## src/rtl/uart_pkg.sv

```systemverilog
// Shared types and constants for the UART transmit frame stage.
package uart_pkg;

    typedef enum logic [2:0] {
        ST_IDLE   = 3'd0,
        ST_START  = 3'd1,
        ST_DATA   = 3'd2,
        ST_PARITY = 3'd3,
        ST_STOP   = 3'd4
    } uart_state_e;

    localparam int   UART_DATA_BITS   = 8;
    localparam logic UART_IDLE_LEVEL  = 1'b1;
    localparam logic UART_START_LEVEL = 1'b0;

    function automatic logic uart_parity(input logic [UART_DATA_BITS-1:0] data,
                                         input logic odd);
        return (^data) ^ odd;
    endfunction

endpackage

```

## src/rtl/uart_bit_tick.sv

```systemverilog
// Bit-time counter: counts 0..OVERSAMPLE-1 and flags the last count of each bit.
module uart_bit_tick #(
    parameter int OVERSAMPLE = 16
) (
    input  logic clk,
    input  logic rst_n,
    input  logic restart_i,
    output logic bit_end_o
);

    localparam logic [7:0] LAST_CNT = 8'(OVERSAMPLE - 1);

    logic [7:0] cnt_q, cnt_d;
    logic       bit_end_q, bit_end_d;

    // Next count: restart forces phase zero so every frame starts on a fresh bit
    always_comb begin
        cnt_d = cnt_q;
        if (restart_i) begin
            cnt_d = 8'd0;
        end else if (cnt_q == LAST_CNT) begin
            cnt_d = 8'd0;
        end else begin
            cnt_d = cnt_q + 8'd1;
        end
        bit_end_d = (cnt_d == LAST_CNT);
    end

    // Counter and registered end-of-bit flag
    always_ff @(posedge clk or negedge rst_n) begin
        if (!rst_n) begin
            cnt_q     <= 8'd0;
            bit_end_q <= 1'b0;
        end else begin
            cnt_q     <= cnt_d;
            bit_end_q <= bit_end_d;
        end
    end

    assign bit_end_o = bit_end_q;

endmodule

```

## src/rtl/uart_tx_frame.sv

```systemverilog
// UART transmit framer with a one-entry holding buffer.
// Optional parity bit enabled by defining UART_PARITY_EN.
module uart_tx_frame
    import uart_pkg::*;
#(
    parameter int OVERSAMPLE = 16,
    parameter int STOP_BITS  = 1,
    parameter int PARITY_ODD = 0
) (
    input  logic                      clk,
    input  logic                      rst_n,
    input  logic                      wrsig,
    input  logic [UART_DATA_BITS-1:0] datain,
    output logic                      tx,
    output logic                      idle,
    output logic                      overflow
);

    if ((OVERSAMPLE < 2) || (OVERSAMPLE > 255) || (STOP_BITS < 1) || (STOP_BITS > 2) ||
        (PARITY_ODD < 0) || (PARITY_ODD > 1)) begin : g_bad_cfg
        $error("uart_tx_frame: unsupported parameter combination");
    end

    uart_state_e               state_q, state_d;
    logic [UART_DATA_BITS-1:0] shift_q, shift_d;
    logic [UART_DATA_BITS-1:0] buf_q, buf_d;
    logic                      buf_full_q, buf_full_d;
    logic [2:0]                bit_idx_q, bit_idx_d;
    logic [1:0]                stop_cnt_q, stop_cnt_d;
    logic                      wrsig_q;
    logic                      tx_q, tx_d;
    logic                      idle_q, idle_d;
    logic                      ovf_q, ovf_d;
`ifdef UART_PARITY_EN
    logic                      par_q, par_d;
`endif

    logic                      bit_end_s;
    logic                      wr_edge_s;
    logic                      data_last_s;
    logic                      stop_last_s;
    logic                      frame_end_s;
    logic                      drain_s;
    logic                      direct_load_s;
    logic                      buf_write_s;
    logic                      start_frame_s;
    logic [UART_DATA_BITS-1:0] load_byte_s;

    uart_bit_tick #(
        .OVERSAMPLE(OVERSAMPLE)
    ) u_bit_tick (
        .clk      (clk),
        .rst_n    (rst_n),
        .restart_i(start_frame_s),
        .bit_end_o(bit_end_s)
    );

    // A frame-end write with an empty buffer is treated like an idle write so no gap appears
    assign wr_edge_s     = wrsig & ~wrsig_q;
    assign data_last_s   = bit_end_s && (bit_idx_q == 3'd7);
    assign stop_last_s   = (stop_cnt_q == 2'(STOP_BITS - 1));
    assign frame_end_s   = (state_q == ST_STOP) && bit_end_s && stop_last_s;
    assign drain_s       = frame_end_s && buf_full_q;
    assign direct_load_s = wr_edge_s && ((state_q == ST_IDLE) || (frame_end_s && !buf_full_q));
    assign buf_write_s   = wr_edge_s && !direct_load_s && (!buf_full_q || drain_s);
    assign start_frame_s = direct_load_s || drain_s;
    assign load_byte_s   = drain_s ? buf_q : datain;

    // FSM state register
    always_ff @(posedge clk or negedge rst_n) begin
        if (!rst_n) begin
            state_q <= ST_IDLE;
        end else begin
            state_q <= state_d;
        end
    end

    // FSM next-state logic
    always_comb begin
        state_d = state_q;
        case (state_q)
            ST_IDLE: begin
                if (start_frame_s) begin
                    state_d = ST_START;
                end else begin
                    state_d = ST_IDLE;
                end
            end
            ST_START: begin
                if (bit_end_s) begin
                    state_d = ST_DATA;
                end else begin
                    state_d = ST_START;
                end
            end
            ST_DATA: begin
                if (data_last_s) begin
`ifdef UART_PARITY_EN
                    state_d = ST_PARITY;
`else
                    state_d = ST_STOP;
`endif
                end else begin
                    state_d = ST_DATA;
                end
            end
            ST_PARITY: begin
`ifdef UART_PARITY_EN
                if (bit_end_s) begin
                    state_d = ST_STOP;
                end else begin
                    state_d = ST_PARITY;
                end
`else
                state_d = ST_IDLE;
`endif
            end
            ST_STOP: begin
                if (frame_end_s) begin
                    state_d = start_frame_s ? ST_START : ST_IDLE;
                end else begin
                    state_d = ST_STOP;
                end
            end
            default: begin
                state_d = ST_IDLE;
            end
        endcase
    end

    // Datapath next values: shift register, counters, holding buffer
    always_comb begin
        shift_d    = shift_q;
        bit_idx_d  = bit_idx_q;
        stop_cnt_d = stop_cnt_q;
        buf_d      = buf_q;
        buf_full_d = buf_full_q;
`ifdef UART_PARITY_EN
        par_d      = par_q;
`endif
        if (start_frame_s) begin
            shift_d   = load_byte_s;
            bit_idx_d = 3'd0;
`ifdef UART_PARITY_EN
            par_d     = uart_parity(load_byte_s, PARITY_ODD != 0);
`endif
        end else if ((state_q == ST_DATA) && bit_end_s) begin
            shift_d   = shift_q >> 1;
            bit_idx_d = bit_idx_q + 3'd1;
        end else begin
            shift_d   = shift_q;
        end

        if (state_q != ST_STOP) begin
            stop_cnt_d = 2'd0;
        end else if (bit_end_s) begin
            stop_cnt_d = stop_cnt_q + 2'd1;
        end else begin
            stop_cnt_d = stop_cnt_q;
        end

        if (buf_write_s) begin
            buf_d      = datain;
            buf_full_d = 1'b1;
        end else if (drain_s) begin
            buf_full_d = 1'b0;
        end else begin
            buf_full_d = buf_full_q;
        end
    end

    // FSM output logic, computed from next state so outputs can be registered
    always_comb begin
        tx_d = UART_IDLE_LEVEL;
        case (state_d)
            ST_IDLE:   tx_d = UART_IDLE_LEVEL;
            ST_START:  tx_d = UART_START_LEVEL;
            ST_DATA:   tx_d = shift_d[0];
`ifdef UART_PARITY_EN
            ST_PARITY: tx_d = par_d;
`else
            ST_PARITY: tx_d = UART_IDLE_LEVEL;
`endif
            ST_STOP:   tx_d = UART_IDLE_LEVEL;
            default:   tx_d = UART_IDLE_LEVEL;
        endcase
        idle_d = (state_d == ST_IDLE) && !buf_full_d;
        ovf_d  = wr_edge_s && !direct_load_s && !buf_write_s;
    end

    // Datapath and output registers
    always_ff @(posedge clk or negedge rst_n) begin
        if (!rst_n) begin
            shift_q    <= '0;
            buf_q      <= '0;
            buf_full_q <= 1'b0;
            bit_idx_q  <= 3'd0;
            stop_cnt_q <= 2'd0;
            wrsig_q    <= 1'b0;
            tx_q       <= UART_IDLE_LEVEL;
            idle_q     <= 1'b1;
            ovf_q      <= 1'b0;
`ifdef UART_PARITY_EN
            par_q      <= 1'b0;
`endif
        end else begin
            shift_q    <= shift_d;
            buf_q      <= buf_d;
            buf_full_q <= buf_full_d;
            bit_idx_q  <= bit_idx_d;
            stop_cnt_q <= stop_cnt_d;
            wrsig_q    <= wrsig;
            tx_q       <= tx_d;
            idle_q     <= idle_d;
            ovf_q      <= ovf_d;
`ifdef UART_PARITY_EN
            par_q      <= par_d;
`endif
        end
    end

    assign tx       = tx_q;
    assign idle     = idle_q;
    assign overflow = ovf_q;

endmodule

```

## config.mk

```make
export PLATFORM = sky130hd
export DESIGN_NAME = uart_tx_frame
export DESIGN_NICKNAME = d
export VERILOG_FILES = /design/src/rtl/uart_pkg.sv /design/src/rtl/uart_bit_tick.sv /design/src/rtl/uart_tx_frame.sv
export SDC_FILE = /design/constraint.sdc
export NUM_CORES = 1
export LEC_CHECK = 0
export BUFFER_PORTS_ARGS = -buffer_cell sky130_fd_sc_hd__buf_2
export CAP_MARGIN = 5
export CORE_ASPECT_RATIO = 1.2
export CORE_MARGIN = 10
export CORE_UTILIZATION = 42
export DETAILED_ROUTE_END_ITERATION = 8
export PLACE_DENSITY = 0.67
export SLEW_MARGIN = 10
export SYNTH_ARGS = -nofsm -noshare
export SYNTH_HDL_FRONTEND = slang
export SYNTH_SLANG_ARGS = --single-unit
```

## constraint.sdc

```tcl
create_clock -name clk -period 2.69 [get_ports clk]
set_input_delay 0.269 -clock clk [delete_from_list [all_inputs] [get_ports clk]]
set_output_delay 0.269 -clock clk [all_outputs]
set_load 0.1 [all_outputs]
```

==> results.py <==
metrics = {
    "status": {
        "status": "finished, final reports clean",
    },
    "worst_setup_path": {
        "crit_fanout": 16,
        "path_class": "register to register",
        "slowest_stage": "nor2b_1",
        "worst-path-buf-inv": 0,
        "cp_top_family": "simple AND/OR/NAND/NOR gates",
        "start_kind": "register",
        "required_ns": 2.87,
        "r2r_slack_ns": 0.50,
        "worst_setup_path_end_kind": "register",
        "critical-path-max-stage-delay_ns": 0.86,
        "crit_chain": "nor2b_1 > a21oi_2 > or2_0 > a311o_1",
        "arrival_ns": 2.37,
    },
    "placement": {
        "gp_congestion": 0.846,
        "dp_cells": 257,
        "portBuffers": 13,
        "dp_hpwl_mm": 2.84,
    },
    "die": {
        "core.rowCount": 27,
        "dieArea_sq_um": 7980,
        "core_sq_um": 4630,
        "io_pins": 14,
        "die_w_um": 83.2,
        "die_h_um": 95.9,
        "start_util_pct": 43.6,
    },
    "sta": {
        "worst_pin_slew_ns": 1.13,
        "fin_setup_tns_ns": 0,
        "slew_headroom_pct": 24.7,
        "max_freq_mhz": 457,
        "setup_viol": 0,
        "grt_setup_unrepaired": "no",
        "drv_slew": 0,
        "min_period_over_period_pct": 81.4,
        "skew_ns": 0.00634,
        "min_period_ns": 2.19,
        "finalHoldViolCount": 0,
    },
    "yosys": {
        "synth-main-ff-cell": "dfrtp_1",
        "ys_seq_area_share_pct": 47.3,
        "synthArstFlopShare_pct": 100,
        "syn_inst": 195,
        "synth_compound_area_share_pct": 17.3,
        "syn_area_sq_um": 2020,
        "synth_top_cell_area_share_pct": 44.7,
        "ys_warn_count": 0,
        "synth_area_leader_cell": "dfrtp_1",
        "yosys.area_share.simple_pct": 22.9,
        "avgSynthCellArea_sq_um": 10.3,
        "synth_common_cells": "dfrtp_1 (36), nand2_1 (21), a21oi_1 (14)",
        "ys_ff_latch": 38,
        "synth_fa_ha_area_share_pct": 2.48,
        "synth_top_family_by_area": "simple AND/OR/NAND/NOR gates",
        "synth_most_common_cell": "dfrtp_1",
        "syn_nets": 210,
        "synth_xor_area_share_pct": 2.61,
        "synth.area.top_cells": "dfrtp_1 (45%), nand2_1 (3.9%), a21oi_1 (3.5%)",
        "synth_edf_count": 0,
        "synth_cell_types": 50,
        "synthMuxAreaShare_pct": 3.10,
    },
    "drt": {
        "ant_nets": 0,
        "first_pass_iters": 4,
        "routedWlPerCell_um": 15.6,
        "drc": 0,
        "drt_iter0_markers": 163,
        "vias_per_cell": 5.57,
        "routed_wl_mm": 4.14,
        "vias": 1477,
    },
    "clock_tree": {
        "clock_latency_ns": 0.30,
        "cts_tree": "done",
        "cts_hold_buffers": 0,
        "clockRootBuffer": "clkbuf_8",
        "cts_resized": 0,
        "clock_sinks": 38,
        "htree_levels": 2,
        "post_cts_buffers": 0,
        "cts_buffer_depth": 2,
        "cts_buffers": 5,
        "path_clk_slew_ns": 0.08,
    },
    "layout": {
        "syn2layout_area_growth_pct": 8.57,
        "stdcell_count": 265,
        "layout-drive-gt1-share_pct": 16.9,
        "fill_cells": 443,
        "nNetsFinal": 221,
        "antennaDiodeCount": 0,
    },
    "min_path": {
        "worst_hold_path_type": "input port to asynchronous set/reset pin",
    },
    "global_routing": {
        "antenna_found_initial": 0,
        "grt_max_degree": 39,
        "grt_pass1_wl_mm": 7.04,
        "grt-ovfl-total": 0,
        "grt.total_usage_pct": 10.9,
        "grt_pass1_vias": 1474,
    },
    "pwr": {
        "p_sw_share_pct": 37.0,
        "power_density_nw_per_um2": 880,
        "pwr-share-clk_pct": 21.5,
        "max-vdd-ir-drop_mv": 0.435,
        "p_comb_share_pct": 31.4,
        "switchingPower_uw": 713,
        "p_int_uw": 1210,
        "leakage_uw": 0.000891,
        "seq_power_share_pct": 47.1,
    },
    "flow_run": {
        "cap_viol_max_count": 0,
    },
}
==> routing by layer <==
| metal | share of wire, % | up-vias | track usage (%) |
|---|---|---|---|
| met5 | 0 | - | 0 |
| li1 | - | 733 | - |
| met2 | 47 | 21 | 17.3 |
| met1 | 48 | 716 | 13.0 |
| met3 | 3.0 | 7 | 3.13 |
| met4 | 2.2 | 0 | 6.53 |
==> cell usage in the layout, fill, tap and decap left out, types with 2 or more instances in the layout <==
cell       count
dfrtp_1       36
nand2_1       21
a21oi_1       14
buf_2         13
nor2_1        10
nand3_1       10
and2_1         8
nor3_1         7
o2bb2ai_1      6
o211ai_1       6
a311o_1        6
clkbuf_8       6
inv_1          5
xnor2_1        5
nand3b_1       4
mux2i_1        4
ha_1           4
nor2b_1        3
and3_1         3
nor4_1         2
o22ai_1        2
mux2_1         2
dfstp_2        2
==> through the flow <==
step	instance area, sq um	total power [uW]	util, %	hold slack [ns]	setup WS, ns
2_1_floorplan	2020	1390	-	-0.0266	0.812
3_3_place_gp	2090	1500	45.2	0.399	0.548
3_5_place_dp	2090	1520	45.2	0.403	0.468
4_1_cts	2190	1950	47.3	0.0843	0.489
5_1_grt	2190	2070	47.3	0.0936	0.324
6_report	2190	1930	47.3	0.0768	0.500
==> worst paths after layout <==
kind | startpoint | to | cells after the start
min in group clk | wrsig | wrsig_q$_DFF_PN0_ | 1
max in group asynchronous | rst_n | u_bit_tick.cnt_q[2]$_DFF_PN0_ | 1
min | rst_n | buf_q[7]$_DFFE_PN0P_ | 1
max | wrsig_q$_DFF_PN0_ | shift_q[3]$_DFFE_PN0P_ | 4
min reg2reg | buf_q[0]$_DFFE_PN0P_ | buf_q[0]$_DFFE_PN0P_ | 1
max reg2reg | wrsig_q$_DFF_PN0_ | shift_q[3]$_DFFE_PN0P_ | 4
==> power groups by stage <==
stage	registers (uW)	clock network, uW	logic (uW)
global placement	909	0	591
CTS	904	434	609
detailed placement	914	0	607
finish	907	414	604
global route	932	462	673
floorplan	931	0	462
==> layout make-up <==
type | count | area, sq um | area share, %
Multi-Input combinational cell | 142 | 976 | 44.6
Clock buffer | 6 | 82.6 | 3.77
Inverter | 5 | 18.8 | 0.858
Tap cell | 58 | 72.6 | 3.32
Timing Repair Buffer | 14 | 72.6 | 3.32
Clock inverter | 2 | 12.5 | 0.572
Sequential cell | 38 | 953 | 43.6
==> flip-flops by register name (all words and copies together), names as in the netlist <==
register	count
state_q	3
u_bit_tick.bit_end_o	1
u_bit_tick.cnt_q	8
overflow	1
stop_cnt_q	2
buf_q	8
idle	1
tx	1
wrsig_q	1
shift_q	8
buf_full_q	1
bit_idx_q	3
==> cell families (layout without fill, tap and decap cells) <==
group           after synthesis  count (layout)
buf+inv                      15              27
xor+xnor                      6               6
mux                           6               6
compound gates               44              44
simple gates                 82              82
flops                        38              38
fa+ha+maj                     4               4
Note: power is estimated with default switching activity, not from simulation.
